<file path="config.mk">
export PLATFORM = sky130hd
export DESIGN_NAME = registro_llamadas
export DESIGN_NICKNAME = d
export VERILOG_FILES = /design/src/rtl/registro_llamadas.sv
export SDC_FILE = /design/constraint.sdc
export NUM_CORES = 1
export LEC_CHECK = 0
export ABC_AREA = 1
export BUFFER_PORTS_ARGS = -buffer_cell sky130_fd_sc_hd__buf_2
export CORE_ASPECT_RATIO = 1.25
export CORE_MARGIN = 4
export CORE_UTILIZATION = 61
export CTS_BUF_LIST = sky130_fd_sc_hd__clkbuf_8
export CTS_CLUSTER_SIZE = 24
export DETAILED_ROUTE_END_ITERATION = 6
export GPL_TIMING_DRIVEN = 0
export PLACE_DENSITY = 0.81
export SLEW_MARGIN = 10
export SYNTH_ARGS = -nofsm -noshare
export SYNTH_HDL_FRONTEND = slang
export SYNTH_SLANG_ARGS = --single-unit
export TNS_END_PERCENT = 30
</file>
<file path="constraint.sdc">
create_clock -name clk -period 1.6 [get_ports clk]
set_input_delay 0.16 -clock clk [delete_from_list [all_inputs] [get_ports clk]]
set_output_delay 0.16 -clock clk [all_outputs]
set_load 0.1 [all_outputs]
</file>
<file path="src/rtl/registro_llamadas.sv">
// Two-floor call register: debounces the floor buttons, latches pending calls
// and serves them one at a time in arrival order, with a per-call service timeout.
module registro_llamadas #(
    parameter int DEB_CYCLES = 4,
    parameter int TMO_CYCLES = 64
) (
    input  logic       clk,
    input  logic       reset,
    input  logic       btn_a,
    input  logic       btn_b,
    input  logic [1:0] piso,
    output logic       A,
    output logic       B,
    output logic [1:0] pend,
    output logic       err
);

    localparam logic [3:0] DEB_LAST = 4'(DEB_CYCLES - 1);
    localparam logic [7:0] TMO_LAST = 8'(TMO_CYCLES - 1);

    typedef enum logic [1:0] {
        IDLE   = 2'b00,
        SERV_A = 2'b01,
        SERV_B = 2'b10
    } state_t;

    logic [1:0] btn_raw;
    logic [1:0] press;
    logic [1:0] at_floor;

    assign btn_raw  = {btn_b, btn_a};
    assign at_floor = {piso == 2'b01, piso == 2'b00};

    genvar gi;
    generate
        for (gi = 0; gi < 2; gi++) begin : g_btn
            logic       sync1_reg;
            logic       sync2_reg;
            logic       deb_reg;
            logic [3:0] cnt_reg;

            always_ff @(posedge clk or posedge reset) begin
                if (reset) begin
                    sync1_reg <= 1'b0;
                    sync2_reg <= 1'b0;
                    deb_reg   <= 1'b0;
                    cnt_reg   <= 4'd0;
                end else begin
                    sync1_reg <= btn_raw[gi];
                    sync2_reg <= sync1_reg;
                    if (sync2_reg != deb_reg) begin
                        if (cnt_reg == DEB_LAST) begin
                            deb_reg <= sync2_reg;
                            cnt_reg <= 4'd0;
                        end else begin
                            cnt_reg <= cnt_reg + 4'd1;
                        end
                    end else begin
                        cnt_reg <= 4'd0;
                    end
                end
            end

            // Only the rising update of the debounced level is a call.
            assign press[gi] = sync2_reg & ~deb_reg & (cnt_reg == DEB_LAST);
        end
    endgenerate

    state_t     state_reg, state_next;
    logic [1:0] pend_reg, pend_next;
    logic [1:0] clr, set;
    logic       order_reg, order_next;
    logic       err_reg, err_next;
    logic [7:0] tmo_reg, tmo_next;
    logic       tmo_hit;

    assign tmo_hit = (tmo_reg == TMO_LAST);

    always_comb begin
        state_next = state_reg;
        clr        = 2'b00;
        err_next   = err_reg;
        tmo_next   = tmo_reg + 8'd1;
        case (state_reg)
            IDLE: begin
                tmo_next = 8'd0;
                if (pend_reg == 2'b11)
                    state_next = order_reg ? SERV_B : SERV_A;
                else if (pend_reg[0])
                    state_next = SERV_A;
                else if (pend_reg[1])
                    state_next = SERV_B;
            end
            SERV_A: begin
                if (at_floor[0] || tmo_hit) begin
                    clr[0]     = 1'b1;
                    err_next   = err_reg | ~at_floor[0];
                    tmo_next   = 8'd0;
                    state_next = pend_reg[1] ? SERV_B : IDLE;
                end
            end
            SERV_B: begin
                if (at_floor[1] || tmo_hit) begin
                    clr[1]     = 1'b1;
                    err_next   = err_reg | ~at_floor[1];
                    tmo_next   = 8'd0;
                    state_next = pend_reg[0] ? SERV_A : IDLE;
                end
            end
            default: begin
                state_next = IDLE;
                tmo_next   = 8'd0;
            end
        endcase
    end

    // order_reg = 1 means B is the older of two pending calls.
    always_comb begin
        set        = press & ~pend_reg & ~at_floor;
        pend_next  = (pend_reg & ~clr) | set;
        order_next = order_reg;
        if (pend_next == 2'b11) begin
            if (set == 2'b01)
                order_next = 1'b1;
            else if (set != 2'b00)
                order_next = 1'b0;
        end else begin
            order_next = pend_next[1];
        end
    end

    always_ff @(posedge clk or posedge reset) begin
        if (reset) begin
            state_reg <= IDLE;
            pend_reg  <= 2'b00;
            order_reg <= 1'b0;
            err_reg   <= 1'b0;
            tmo_reg   <= 8'd0;
        end else begin
            state_reg <= state_next;
            pend_reg  <= pend_next;
            order_reg <= order_next;
            err_reg   <= err_next;
            tmo_reg   <= tmo_next;
        end
    end

    assign A    = (state_reg == SERV_A);
    assign B    = (state_reg == SERV_B);
    assign pend = pend_reg;
    assign err  = err_reg;

endmodule

</file>
### Word-level counts from Yosys, hierarchy flattened

Index checks and enable logic that the tools add are counted.

* $add $sub $neg: 3
* equality and inequality tests: 15
* mux-type cells: 26
* bitwise gates (word level): 17
* reduce and logical (&&, ||, !) cells: 10

Operator list (count)
* $mux 4: 4
* $mux 8: 2
* $pmux 8 s2: 1
* $mux 2: 7
* $mux 1: 10
* $add 4x1->4 const B: 2
* $add 8x1->8 const B: 1
* $eq 4x2->1 const B: 2
* $eq 8x6->1 const B: 1
* $and 2x2->2: 3
* $eq 2x1->1 const B: 3
* $eq 2x2->1 const B: 3
* $not 2->2: 3
* $pmux 2 s3: 1
* $reduce_and 3->1: 2
* $and 1x1->1: 4
* $logic_not 2->1: 2
* $ne 2x1->1 const B: 2
* $ne 4x4->1 const B: 1
* $not 1->1: 4
* $reduce_and 2->1: 2
* $reduce_bool 2->1: 2
* $ne 3x1->1 const B: 1
* $logic_or 1x1->1: 2
* other kinds (4): 6

* register bits: 28
* output and inout bits: 5
* logic and storage cells: 84

### Depth between registers and ports, before layout

* depth after elaboration: 9
* depth in mapped cells: 10
* gate-level depth less buffers: 10

### Worst setup path after synthesis

Ideal clock, no wire load.

* path type: reg-to-reg
* start point: register state_reg[0]
* end point: register order_reg
* setup time: 73 ps
* arrival time: 2012 ps
* required time: 1527 ps
* slack: -485 ps
* cell stages (with the launch flop): 11
* path buffers: 0
* clock period less this slack: 2085 ps
* cell sequence: dfrtp_1 > inv_1 > ha_1 > nand2_1 > nand2_1 > nand2_1 > inv_1 > nand2_1 > nand2_1 > clkinv_1 > a21oi_2

* cells in the longest elaborated chain, start to end: 7
* elaborated cells between the ends (all ways): 10
* classes of those cells: 4 x eq/ne; 3 x mux; 3 x bitwise

Ends and longest elaborated chain
* start, declared: line 69 `state_t state_reg, state_next;`
* start signal, assigned: line 140 `state_reg <= state_next;`
* $eq 2x2->1 *
* net B: line 13 `output logic B,`
* $mux 1 *: line 84 `case (state_reg)`
* $not 2->2 *: line 120 `pend_next = (pend_reg & ~clr) | set;`
* $and 2x2->2 *: line 120
* $or 2x2->2 *: line 120
* net pend_next[1]: line 70 `logic [1:0] pend_reg, pend_next;`
* $eq 2x2->1: line 122 `if (pend_next == 2'b11) begin`
* $ne 3x1->1 (no line) / $mux 1 (equally long branches)
* end signal, assigned: line 142 `order_reg <= order_next;`
* end, declared: line 72 `logic order_reg, order_next;`

Mark *: on every way through the listed nets, which the timed path passes. The rest lies on a longest branch.
A chain may end at the register's enable or synchronous reset.

### Final worst setup path

* start point: register state_reg[0]
* end point: output port B

* cells in the longest elaborated chain, start to end: 1

Ends and longest elaborated chain
* $eq 2x2->1: line 149 `assign B = (state_reg == SERV_B);`
* end, declared: line 13

No other way between the ends.

==> out/results.tsv <==
stage	metric	value	unit
clock_tree	Max clock buf depth	2	
yosys	Synth Area per Inst	9.328	sq um
grt	Total GRT Usage	16.64	%
yosys	Main synth FF type	dfrtp_1	
yosys	number of synthesized flops with an enable pin	0	
yosys	Gate Count Post-Synth	145	
timing	final period utilization	92.13	%
power_and_ir_drop	Final Power	2.366	mW
yosys	Yosys warning total	0	
place	port bufs	10	
yosys	Post-synth ARST share	100.0	%
critical_path	worst r2r path cells	6	
final_layout	ant diodes	0	
yosys	Seq/Total Area, Yosys	51.80	%
clock_tree	TritonCTS buffer count	3	
yosys	synth top area cells	dfrtp_1, ha_1, nand2_1	
critical_path	Req. time, crit path	1.44	ns
grt	initial antenna violation count	0	
clock_tree	Clk Tree Root Cell	clkbuf_8	
hold_path	HP Class	in -> async	
power_and_ir_drop	Clk network pwr share	15.3	%
grt	vias in the first global route	957	
power_and_ir_drop	Sw Pwr	1.019	mW
power_and_ir_drop	Pwr Density	1535	mW/mm^2
floorplan	Die Y	60.65	um
final_layout	final non-filler cell total	190	
timing	RSZ-0062 raised after global routing	false	
place	placed inst area	0.001465	sq mm
yosys	Synth Area in XOR/XNOR	3.885	%
timing	Final Max Tran Viols	0	
critical_path	kind of critical path	reg -> out	
floorplan	die area	0.003039	sq mm
place	RD Place Congestion	0.8601	
final_layout	fraction of layout cells with a size suffix above 1	21.88	%
route	DR WL met3	59	um
critical_path	Worst Path Buf+Inv	2	
route	DRC	0	
timing	Worst-Margin Slew	1.004	ns
status	status	complete, no violations	
place	Placed Instances	185	
grt	largest net degree at the start of global routing	29	
power_and_ir_drop	Internal	1.347	mW
final_layout	FF/Latch Area	700.7	sq um
power_and_ir_drop	VDD IR max	1.140	mV
critical_path	critical path data arrival time	1.31	ns
final_layout	Area Overhead vs Synth	13.97	%
route	post-DR wirelength/cell	10.83	um
power_and_ir_drop	Switching Fraction	43.05	%
critical_path	Crit. path cell count	3	
clock_tree	# Post-CTS Setup Buffers	0	
floorplan	starting density of the core	66.00	%
yosys	Yosys reg bits	28	
yosys	number of library cell types mapped by synthesis	27	
yosys	simple-gate share of the synthesized area	24.61	%
yosys	synthesized-area fraction occupied by adder cells	8.326	%
floorplan	Core Box Area	0.002049	sq mm
clock_tree	clock sinks	28	
clock_tree	Max H-tree Level	1	
final_layout	multi-input logic area	600.6	sq um
floorplan	Std-Cell Rows	18	
critical_path	crit-path max cell delay	0.44	ns
timing	clk_skew	0.001405	ns
critical_path	CP endpoint kind	output port	
grt	grt total ovfl	0	
route	DR pass1 iterations	4	
yosys	Mapped Area	0.001353	sq mm
yosys	biggest area consumer among synthesized cells	dfrtp_1	
critical_path	cell family with most CP delay	flip-flops	
floorplan	io pins	11	
grt	first-pass GRT wire length	3746	um
route	DRT iter0 DRCs	25	
route	DRT antenna net count	0	
floorplan	Die X	50.12	um
yosys	top-area cell type share of the netlist area	51.80	%
route	DRT Wirelength	2058	um
clock_tree	Reg clk slew, reported paths	0.08	ns
timing	Hold Fails Final Rpt	0	
timing	crit path time final	1.474	ns
route	DR vias/cell	5.000	
critical_path	Cell Chain, Critical Path	inv_1 > ha_4 > buf_4	
place	Post-DP HPWL	1600	um
final_layout	post-layout util	75.21	%
critical_path	CP max FO	5	
final_layout	final design area excluding fillers	0.001541	sq mm
yosys	post-synthesis compound-gate area fraction	4.995	%
power_and_ir_drop	sequential power share	41.2	%
final_layout	Fillers	152	
route	met1 wire length	890	um
power_and_ir_drop	Comb pwr share	43.5	%
route	Via Count	950	
critical_path	cell with the largest stage delay on the worst path	dfrtp_1	
clock_tree	Worst-Skew Late Latency	0.27	ns
timing	Slew headroom	33.02	%
timing	# setup viols final	0	
job	number of max-cap violations	0	
yosys	post-synthesis mux area share	0	%
timing	Fmax	0.6784	GHz
final_layout	Nets	177	
route	top layer in use	met4	
power_and_ir_drop	P_leak	0.7673	nW
route	met2 wire len	1058	um
critical_path	CP Launch Type	register	
yosys	main combinational cell family by area after synthesis	simple AND/OR/NAND/NOR gates	
yosys	Post-Syn Nets	160	
clock_tree	CTS tree	yes	
-- cells by family (layout without fill, tap and decap cells) --
| kind of cell | count (synthesis) | in the layout |
|---|---|---|
| DFF | 28 | 28 |
| xor gates and xnor gates | 6 | 6 |
| AOI/OAI and AO/OA | 11 | 11 |
| and+or+nand+nor | 68 | 68 |
| buffers and inverters | 23 | 38 |
| adders and majority gates | 9 | 9 |
-- cell usage in the layout (no fill, tap or decap), types with 2 or more instances in the layout --
cell	instances
xnor2_1	3
clkbuf_8	3
dlygate4sd3_1	2
nand3_1	4
nand2_2	7
inv_1	21
dfrtp_1	28
nor3b_2	3
a21oi_1	5
nor2_1	19
buf_4	2
ha_1	7
nand2_1	25
ha_4	2
nand4_1	2
buf_2	8
o21ai_1	2
or2_2	2
xor2_1	3
-- worst paths after layout --
check,endpoint,start,slack (ns)
setup / recovery,B,state_reg[0],0.13
hold / removal,tmo_reg[2],reset,0.12
setup reg to reg,tmo_reg[2],state_reg[0],0.22
hold reg to reg,g_btn[0].sync2_reg,g_btn[0].sync1_reg,0.37
max in group asynchronous,state_reg[1],reset,0.88
min in group clk,pend[1],piso[0],0.27
-- metrics by stage --
stage / setup WS (ns) / TNS, ns / hold slack, ns
3_3_place_gp: 0.2217 / 0 / 0.2676
5_1_grt: 0.05724 / 0 / 0.1918
3_5_place_dp: 0.1887 / 0 / 0.2694
6_report: 0.1260 / 0 / 0.1184
4_1_cts: 0.1093 / 0 / 0.1519
2_1_floorplan: -0.1201 / -0.1201 / 0.1914
-- cells in the mapped netlist (2+ instances only) --
cell     number
xnor2_1       3
nor2_1       19
xor2_1        3
nand2_1      25
nand2_2       7
nand4_1       2
nor3b_1       2
inv_1        21
a21oi_1       5
o21ai_1       2
nand3_1       4
dfrtp_1      28
or2_2         2
ha_1          9
-- layer usage --
| layer | up-vias | GRT usage, % |
|---|---|---|
| met5 | - | 0 |
| met4 | 0 | 9.881 |
| met3 | 4 | 3.440 |
| met2 | 18 | 30.22 |
| met1 | 448 | 17.93 |
| li1 | 480 | - |
-- power by group through the flow --
| stage | Clock (mW) | Combinational [mW] | Sequential (mW) |
|---|---|---|---|
| 2_1_floorplan | 0 | 0.732 | 1.10 |
| 3_3_place_gp | 0 | 0.985 | 0.979 |
| 4_1_cts | 0.373 | 1.04 | 0.974 |
| 6_report | 0.363 | 1.03 | 0.975 |
| 3_5_place_dp | 0 | 1.01 | 0.989 |
| 5_1_grt | 0.404 | 1.16 | 0.993 |
-- final cells by class --
class / count / share of cell area (%)
multi-input combinational: 94 / 38.96
timing repair buffer: 12 / 4.870
tap: 30 / 2.435
clock buffer: 3 / 2.679
sequential: 28 / 45.45
inverter: 23 / 5.601
-- timing repair --
| item | 4_1_cts | 5_1_grt |
|---|---|---|
| setup endpoints to repair | 2 | 1 |
| hold buffers | 2 | 0 |
| resized for setup | 2 | 2 |
| hold endpoints to repair | 2 | 0 |
Power figures use the tool's default switching activity.
